### src/rtl/alu_exec_arbiter_if.sv
// Request/grant/result bundle between two requesters and the shared ALU.
interface alu_exec_arbiter_if;
  logic       req0, req1;
  logic       op0, op1;
  logic [7:0] a0, a1;
  logic [7:0] b0, b1;
  logic       gnt0, gnt1;
  logic       done0, done1;
  logic [7:0] result;
  logic       busy;

  modport master (
    output req0, req1, op0, op1, a0, a1, b0, b1,
    input  gnt0, gnt1, done0, done1, result, busy
  );

  modport slave (
    input  req0, req1, op0, op1, a0, a1, b0, b1,
    output gnt0, gnt1, done0, done1, result, busy
  );
endinterface

### src/rtl/alu_exec_arbiter.sv
// Two-requester round-robin arbiter in front of a bit-serial ALU.
// MUL is shift-and-add, one multiplier bit per cycle (8 steps).
// SHIFT moves one bit position per cycle for B[3:0] steps.
module alu_exec_arbiter #(
  parameter int FIRST_PRIO = 0
) (
  input  logic               clk,
  input  logic               resetn,
  alu_exec_arbiter_if.slave  bus
);

  typedef enum logic [1:0] {IDLE, EXEC, DONE} state_t;

  localparam logic LAST_RST = (FIRST_PRIO == 0) ? 1'b1 : 1'b0;

  state_t     state, state_nx;

  // captured transaction
  logic       idx_r;
  logic       op_r;
  logic [1:0] typ_r;
  logic [3:0] amt_r;
  logic       sign_r;
  logic [7:0] opa;     // multiplicand (shifted left each step) or shift data
  logic [7:0] opb;     // multiplier (shifted right each step)
  logic [7:0] acc;
  logic [3:0] cnt;
  logic       last;    // index granted most recently

  // registered outputs
  logic       gnt0_q, gnt1_q, done0_q, done1_q, busy_q;
  logic [7:0] result_q;

  // combinational decode
  logic       any_req, pick, sel_op;
  logic [7:0] sel_a, sel_b;
  logic       zero_shift, last_step;
  logic [7:0] acc_nx, sh_nx;

  assign bus.gnt0   = gnt0_q;
  assign bus.gnt1   = gnt1_q;
  assign bus.done0  = done0_q;
  assign bus.done1  = done1_q;
  assign bus.busy   = busy_q;
  assign bus.result = result_q;

  // arbitration pick and operand mux for the IDLE accept edge
  always_comb begin
    any_req = bus.req0 | bus.req1;
    pick    = 1'b0;
    if (bus.req0 && bus.req1) pick = ~last;
    else if (bus.req1)        pick = 1'b1;
    sel_op     = pick ? bus.op1 : bus.op0;
    sel_a      = pick ? bus.a1  : bus.a0;
    sel_b      = pick ? bus.b1  : bus.b0;
    zero_shift = sel_op && (sel_b[3:0] == 4'd0);
  end

  // one ALU step: shift-and-add accumulate, or single-position shift
  always_comb begin
    acc_nx    = acc + (opb[0] ? opa : 8'h00);
    sh_nx     = opa;
    unique case (typ_r)
      2'b00: sh_nx = {opa[6:0], 1'b0};
      2'b01: sh_nx = {1'b0, opa[7:1]};
      2'b10: sh_nx = {sign_r, opa[7:1]};
      2'b11: sh_nx = {opa[0], opa[7:1]};
    endcase
    last_step = (cnt == (op_r ? (amt_r - 4'd1) : 4'd7));
  end

  // next-state logic
  always_comb begin
    state_nx = state;
    unique case (state)
      IDLE: if (any_req) state_nx = zero_shift ? DONE : EXEC;
      EXEC: if (last_step) state_nx = DONE;
      DONE: state_nx = IDLE;
      default: state_nx = IDLE;
    endcase
  end

  // state register
  always_ff @(posedge clk or negedge resetn) begin
    if (!resetn) state <= IDLE;
    else         state <= state_nx;
  end

  // datapath, arbitration pointer and registered outputs
  always_ff @(posedge clk or negedge resetn) begin
    if (!resetn) begin
      idx_r    <= 1'b0;
      op_r     <= 1'b0;
      typ_r    <= 2'b00;
      amt_r    <= 4'd0;
      sign_r   <= 1'b0;
      opa      <= 8'h00;
      opb      <= 8'h00;
      acc      <= 8'h00;
      cnt      <= 4'd0;
      last     <= LAST_RST;
      gnt0_q   <= 1'b0;
      gnt1_q   <= 1'b0;
      done0_q  <= 1'b0;
      done1_q  <= 1'b0;
      busy_q   <= 1'b0;
      result_q <= 8'h00;
    end else begin
      gnt0_q  <= 1'b0;
      gnt1_q  <= 1'b0;
      done0_q <= 1'b0;
      done1_q <= 1'b0;
      busy_q  <= (state_nx != IDLE);
      unique case (state)
        IDLE: if (any_req) begin
          idx_r  <= pick;
          op_r   <= sel_op;
          typ_r  <= sel_b[5:4];
          amt_r  <= sel_b[3:0];
          sign_r <= sel_a[7];
          opa    <= sel_a;
          opb    <= sel_b;
          acc    <= 8'h00;
          cnt    <= 4'd0;
          last   <= pick;
          gnt0_q <= ~pick;
          gnt1_q <= pick;
          // zero-amount shift completes on the accept edge itself
          if (zero_shift) begin
            done0_q  <= ~pick;
            done1_q  <= pick;
            result_q <= sel_a;
          end
        end
        EXEC: begin
          cnt <= cnt + 4'd1;
          if (op_r) begin
            opa <= sh_nx;
          end else begin
            acc <= acc_nx;
            opa <= {opa[6:0], 1'b0};
            opb <= {1'b0, opb[7:1]};
          end
          if (last_step) begin
            done0_q  <= ~idx_r;
            done1_q  <= idx_r;
            result_q <= op_r ? sh_nx : acc_nx;
          end
        end
        default: ;
      endcase
    end
  end

endmodule

### src/flat_wrapper.sv
// flat-port wrapper written by rule: the top's interface ports become plain ports
module alu_exec_arbiter_flat 
#(
  parameter int FIRST_PRIO = 0
)
  (clk, resetn, bus_req0, bus_req1, bus_op0, bus_op1, bus_a0, bus_a1, bus_b0, bus_b1, bus_gnt0, bus_gnt1, bus_done0, bus_done1, bus_result, bus_busy);
  alu_exec_arbiter_if bus_i ();
  input  logic clk;
  input  logic resetn;
  input wire logic [$bits(bus_i.req0)-1:0] bus_req0;
  input wire logic [$bits(bus_i.req1)-1:0] bus_req1;
  input wire logic [$bits(bus_i.op0)-1:0] bus_op0;
  input wire logic [$bits(bus_i.op1)-1:0] bus_op1;
  input wire logic [$bits(bus_i.a0)-1:0] bus_a0;
  input wire logic [$bits(bus_i.a1)-1:0] bus_a1;
  input wire logic [$bits(bus_i.b0)-1:0] bus_b0;
  input wire logic [$bits(bus_i.b1)-1:0] bus_b1;
  output wire logic [$bits(bus_i.gnt0)-1:0] bus_gnt0;
  output wire logic [$bits(bus_i.gnt1)-1:0] bus_gnt1;
  output wire logic [$bits(bus_i.done0)-1:0] bus_done0;
  output wire logic [$bits(bus_i.done1)-1:0] bus_done1;
  output wire logic [$bits(bus_i.result)-1:0] bus_result;
  output wire logic [$bits(bus_i.busy)-1:0] bus_busy;
  assign bus_i.req0 = bus_req0;
  assign bus_i.req1 = bus_req1;
  assign bus_i.op0 = bus_op0;
  assign bus_i.op1 = bus_op1;
  assign bus_i.a0 = bus_a0;
  assign bus_i.a1 = bus_a1;
  assign bus_i.b0 = bus_b0;
  assign bus_i.b1 = bus_b1;
  assign bus_gnt0 = bus_i.gnt0;
  assign bus_gnt1 = bus_i.gnt1;
  assign bus_done0 = bus_i.done0;
  assign bus_done1 = bus_i.done1;
  assign bus_result = bus_i.result;
  assign bus_busy = bus_i.busy;
  alu_exec_arbiter #(.FIRST_PRIO(FIRST_PRIO)) u_core (.clk(clk), .resetn(resetn), .bus(bus_i));
endmodule
### config.mk
export PLATFORM = sky130hd
export DESIGN_NAME = alu_exec_arbiter_flat
export DESIGN_NICKNAME = d
export VERILOG_FILES = /design/src/rtl/alu_exec_arbiter_if.sv /design/src/rtl/alu_exec_arbiter.sv /design/src/flat_wrapper.sv
export SDC_FILE = /design/constraint.sdc
export NUM_CORES = 1
export LEC_CHECK = 0
export ABC_CLOCK_PERIOD_IN_PS = 6000
export CAP_MARGIN = 10
export CORE_UTILIZATION = 57
export CTS_CLUSTER_DIAMETER = 80
export DETAILED_ROUTE_END_ITERATION = 6
export PLACE_DENSITY = 0.92
export SLEW_MARGIN = 5
export SYNTH_ARGS = -nofsm -noshare
export SYNTH_HDL_FRONTEND = slang
export SYNTH_SLANG_ARGS = --single-unit
### constraint.sdc
create_clock -name clk -period 6 [get_ports clk]
set_input_delay 0.6 -clock clk [delete_from_list [all_inputs] [get_ports clk]]
set_output_delay 0.6 -clock clk [all_outputs]
set_load 0.03 [all_outputs]
======== Word-level counts from Yosys, hierarchy flattened ========
Index checks and enable logic that the tools add are counted.
storage, ports and cells
  register bits after elaboration ......... 53
  bits of input ports ..................... 38
  output and inout bits ................... 13
  word-level logic and storage cells ...... 84
cells by class
  add/sub/neg operators ................... 3
  equality and inequality tests ........... 9
  multiplexer cells ....................... 40
  bitwise gates (word level) .............. 4
  reductions and logical operators ........ 11
operator list
  kind                                                   count
  2-to-1 mux 8 bit                                       13
  one-hot mux 8 bit (2 select lines)                     4
  one-hot mux 8 bit (4 select lines)                     1
  2-to-1 mux 1 bit                                       13
  adder 8 bit                                            1
  2-to-1 mux 4 bit                                       2
  one-hot mux 4 bit (2 select lines)                     1
  2-to-1 mux 2 bit                                       3
  inequality test 2 x 1 -> 1 bit, second input constant  3
  adder 4 x 1 -> 4 bit, second input constant            1
  equality test 2 x 1 -> 1 bit, second input constant    2
  equality test 2 bit, second input constant             2
  equality test 4 bit                                    1
  logical NOT 2 bit                                      2
  logical NOT 4 bit                                      1
  one-hot mux 1 bit (2 select lines)                     2
  one-hot mux 2 bit (2 select lines)                     1
  AND reduction 2 bit                                    2
  AND reduction 4 bit                                    1
  nonzero test 2 bit                                     2
  subtractor 4 x 1 -> 4 bit, second input constant       1
  NOT 1 bit                                              3
  AND reduction 3 bit                                    1
  logical AND 1 bit                                      2
  other kinds (2)                                        2

======== Logic depth before layout (Yosys ltp) ========
  depth in word-level cells ............... 9
  mapped depth ............................ 8
  depth with buffers taken out ............ 8

======== Worst setup path before layout ========
No wires, ideal clock.
  kind .................................... reg2reg
  from .................................... register u_core.opb[0]
  to ...................................... register u_core.result_q[6], in the netlist u_core.bus.result[6]
  library setup time ...................... 125 ps
  data arrival time ....................... 2159 ps
  data required time ...................... 5875 ps
  slack ................................... 3716 ps
  stages on the path, launching flop included .. 9
  buffers on the path ..................... 0
  period minus slack after synthesis ...... 2284 ps
  cells stage by stage .................... dfrtp_1 -> and2_1 -> ha_1 -> fa_1 -> a211oi_1 -> o21ai_0 -> a211oi_1 -> nand2b_1 -> mux2_4
between the ends
  cells in the longest elaborated chain, start to end .. 5
ends and longest elaborated chain
  element                             RTL line                 RTL
  start, declared                     alu_exec_arbiter.sv:25   logic [7:0] opb;
  start signal, assigned              alu_exec_arbiter.sv:122  opb <= sel_b;
  start signal, assigned              alu_exec_arbiter.sv:142  opb <= {1'b0, opb[7:1]};
  2-to-1 mux 8 bit                    alu_exec_arbiter.sv:61   acc_nx = acc + (opb[0] ? opa : 8'h00);
  adder 8 bit                         alu_exec_arbiter.sv:61
  2-to-1 mux 8 bit                    alu_exec_arbiter.sv:147  result_q <= op_r ? sh_nx : acc_nx;
  2-to-1 mux 8 bit                    alu_exec_arbiter.sv:144  if (last_step) begin
  one-hot mux 8 bit (2 select lines)  alu_exec_arbiter.sv:114  unique case (state)
  end signal, assigned                alu_exec_arbiter.sv:132  result_q <= sel_a;
  end signal, assigned                alu_exec_arbiter.sv:147
  end, declared                       alu_exec_arbiter.sv:32   logic [7:0] result_q;
Every way passes these cells. The select of a mux whose other input is x is not followed.
A chain may end at the register's enable or synchronous reset.

======== Worst setup path after layout ========
  from .................................... input port bus_req1
  to ...................................... register u_core.result_q[2], in the netlist u_core.bus.result[2]
between the ends
  cells in the longest elaborated chain, start to end .. 7
  elaborated cells on any way between the ends .. 15
  those cells by class .................... 2 x eq/ne; 8 x mux; 1 x bitwise; 4 x reduce/logical
ends and longest elaborated chain
  element                                                       RTL line                                        RTL
  start, declared                                               flat_wrapper.sv:11                              input wire logic [$bits(bus_i.req1)-1:0] bus_req1;
  2-to-1 mux 1 bit / logical AND 1 bit (equally long branches)  alu_exec_arbiter.sv:52, alu_exec_arbiter.sv:51
  2-to-1 mux 1 bit                                              alu_exec_arbiter.sv:51                          if (bus.req0 && bus.req1) pick = ~last;
  2-to-1 mux 8 bit                                              alu_exec_arbiter.sv:55                          sel_b = pick ? bus.b1 : bus.b0;
  logical NOT 4 bit                                             alu_exec_arbiter.sv:56                          zero_shift = sel_op && (sel_b[3:0] == 4'd0);
  logical AND 1 bit                                             alu_exec_arbiter.sv:56
  inequality test 2 x 1 -> 1 bit (no source line)               --
  AND reduction 4 bit (no source line)                          --
Parallel ways exist; a longest one is shown, timed or not. The select of a mux whose other input is x is not followed.

==> summary.md <==
The tree is rooted in a clkbuf_8. Per report_power, the sequential group accounts for 34.1% of the total. Counting every net in the synthesized netlist gives 367. Timing would allow up to 372 MHz. In this run the vertical extent of the chip is 75.0 um. Yosys attributes the largest share of cell area to dfrtp_1, mux2i_1, o21ai_0. The number of synthesis warnings is 0, and the number of enable flip-flop cells after synthesis is 0.

At the later pin of the worst-skew pair, clock insertion delay measures 310 ps. The detailed-placement wirelength estimate was 4.97 mm; the power density relative to cell area was 531 nW/um^2. In this run switching power makes up 44.6% of total power. The number of pins with negative max-slew slack in the final report came out at 0. The tools report the via count as 2598. Clock-pin slew was measured on the worst setup and hold paths at 90 ps.

In this run the core area contains 26 standard-cell rows. The area share of the largest cell type after synthesis came out at 42.9%. The largest area contributor in the netlist was dfrtp_1.

The clock share of power is 11.3%. Overall routed net length: 6.93 mm. The core footprint was 5110 um^2; the initial detailed-routing violation count was 196.

The pre-antenna-repair detailed-routing pass consisted of 4 iterations. The worst setup path is launched from a primary input. Routability-driven placement finished with a final weighted congestion of 0.820. The routed design uses 324 um of met3 wire. From left edge to right edge, the die measures 75.0 um. The critical path goes through clkdlybuf4s50_1, a21boi_2, buf_4, nand3_1, o21ai_1, a22o_1, mux2_4.

The critical path class is in -> reg. The worst clock skew is 5.32 ps. Total clock buffers created by CTS: 5. The share of the clock period used by the worst path after layout was 44.8%; the total count of hold-check failures in the final report was 0. The number of antenna diodes in the final layout is 0. In the final routing, the length of wire on met1 measures 3.14 mm.

Tracing the worst setup path back leads to its startpoint at bus_req1. The analysis attributes to net switching a power of 874 uW. Per-cell routed wire length: 15.9 um. The worst setup path is captured at a flop.

The min-delay analysis places its worst path in the category in -> async. The highest layer touched by signal routing is met4. The run gives 72.2% as the share of the core filled with cells. Input and output buffers added on the ports amount to 50. The number of levels in the clock H-tree is 2, and the critical path data arrival time is 2890 ps.

The flow ran to the end, and the final reports show no timing, DRC or antenna violations. The sequential-to-total area share from yosys stat was 43.7%; the area growth from synthesis to layout was 21.4%. The clock net in this run drives a total of 53 sinks.

The transition time at the pin with the least slew margin was 1190 ps; the relative contribution of combinational cells to total power was 54.7%. Along the worst path, the maximum fanout reaches 21. After synthesis the cells add up to 3040 um^2. Across the VDD grid, the largest voltage drop is 0.000280 V. Number of gates given a new drive strength after cts: 0. For the setup-violating endpoint count in the final report, the log shows 0. Setup repair after global routing left no endpoint under its margin. The most used flip-flop cell after synthesis is dfrtp_1. The via count of the first global-routing pass came out at 2309. After synthesis the netlist holds a flip-flop and latch count of 53. The share of synthesized flip-flops with an asynchronous set or reset was 100%; the routed wire length on met2 was 3.34 mm. The first global-routing pass estimated 11.0 mm of wire. The most frequent cell after synthesis was dfrtp_1.

The count of nets left with antenna violations once routing finished came out at 0. Counting distinct cell types in the post-synthesis netlist gives 50. The tools report the critical path required time as 6210 ps. The slowest stage of the critical path belongs to the cell a22o_1. TritonCTS built the clock tree.

Ranked by instance count, the synthesized netlist is headed by dfrtp_1, nand2_1, o21ai_0. The analysis attributes to cell leakage a power of 0.00164 uW. Summed over all layers, the global routing overflow is 0.

The count of max-cap constraint violations was 0; the headroom to the max-slew limit was 20.3%. The per-instance average area after synthesis is 9.52 um^2. Counting I/O delays and the setup requirement, the final critical path takes 2690 ps.

For the count of boundary I/O pins, the log shows 51. Stage delay of the slowest cell on the critical path: 550 ps. For the total track usage, the log shows 26.2%.

The final layout contains 414 nets. The largest net degree at the start of global routing was 54; the maximum number of buffers from clock root to sink was 2. The layout cell share with drive strength beyond 1 is 6.81%.

For this design, the CTS-stage hold fixing added 0 buffers. Initial antenna violation count: 0. The startpoint identified for the worst register-to-register timing path is u_core.opb[0].

After routing, the total negative slack on setup checks comes to 0 ps. Once the clock tree was built, the setup fixing pass inserted 0 buffers. The initial utilization of the core area, before any placement, comes to 59.4%. The internal power of the cells is 1080 uW, and the number of remaining DRC errors is 0.

Synthesis produced a netlist whose cell count is 319. In the routed layout, each cell is associated on average with a via count of 5.95. Die area: 5620 um^2.
## metal layers
| metal | vias to the layer above | GRT usage [%] |
|---|---|---|
| met4 | 0 | 8.60 |
| met3 | 12 | 4.15 |
| li1 | 1239 | - |
| met1 | 1254 | 36.9 |
| met5 | - | 0 |
| met2 | 93 | 41.5 |
## worst paths after layout
path / to / slack [ps] / cells past startpoint
min in group clk: u_core.opb[4] / 480 / 2
worst max-delay path: u_core.bus.result[2] / 3310 / 7
worst min-delay path: u_core.op_r / 380 / 2
worst max register to register: u_core.bus.result[6] / 3330 / 8
max in group asynchronous: u_core.bus.result[0] / 5180 / 2
worst min register to register: u_core.opb[4] / 480 / 2
## layout by cell type (no fill, tap or decap), types with 7 or more instances in the layout
master           netlist  final
dfrtp_1               52     52
clkdlybuf4s50_1        0     49
nand2_1               48     48
o21ai_0               39     38
mux2i_1               29     29
nor2_1                16     16
a21oi_1               10     10
inv_1                  9      9
and2_1                 9      9
ha_1                   9      9
o22ai_1                7      7
clkbuf_8               0      7
## metrics by stage
step	cell area, um^2	hold WS, ps	setup slack, ps	cells	power [uW]
after floorplan	3040	304	3720	319	1430
after global placement	3580	459	3090	429	1670
final	3690	383	3310	437	1960
after global routing	3690	462	3130	437	2100
after CTS	3690	415	3330	437	1950
after detailed placement	3580	466	3030	429	1720
## power groups by stage
| stage | Clock (uW) | Combinational (uW) | Sequential [uW] |
|---|---|---|---|
| global route | 233 | 1190 | 683 |
| finish | 220 | 1070 | 667 |
| detailed placement | 0 | 1060 | 667 |
| CTS | 221 | 1060 | 663 |
| floorplan | 0 | 747 | 683 |
| global placement | 0 | 1020 | 658 |
## flip-flops by register name, indices dropped and copies added (netlist names), 2 cells and up
name and cells:
u_core.acc 8, u_core.bus.result 8, u_core.opa 8, u_core.opb 8, u_core.amt_r 4, u_core.cnt 4
u_core.state 2, u_core.typ_r 2
## worst max-delay path: cells and delay by family
kind	cells	cell delay (ps)
multiplexers	1	340
AND/OR/NAND/NOR	1	120
AO/OA/AOI/OAI	3	990
buffers and inverters	2	840
## cell families after synthesis
| group | count (synthesis) | synth area share (%) |
|---|---|---|
| and+or+nand+nor | 104 | 17.0 |
| AOI/OAI and AO/OA | 92 | 18.8 |
| DFF | 53 | 43.7 |
| muxes | 32 | 10.9 |
| buffers and inverters | 23 | 3.34 |
| adders and majority gates | 10 | 4.37 |
| xor gates and xnor gates | 5 | 1.90 |
## cell type report
cell class | count | area (um^2)
multi-input cells | 243 | 1610
fillers | 374 | 1420
flip-flops and latches | 53 | 1330
repair buffers | 54 | 526
clock buffers | 7 | 96.3
well taps | 70 | 87.6
inverters | 9 | 33.8
clock inverters | 1 | 5.00
Power figures use the tool's default switching activity.
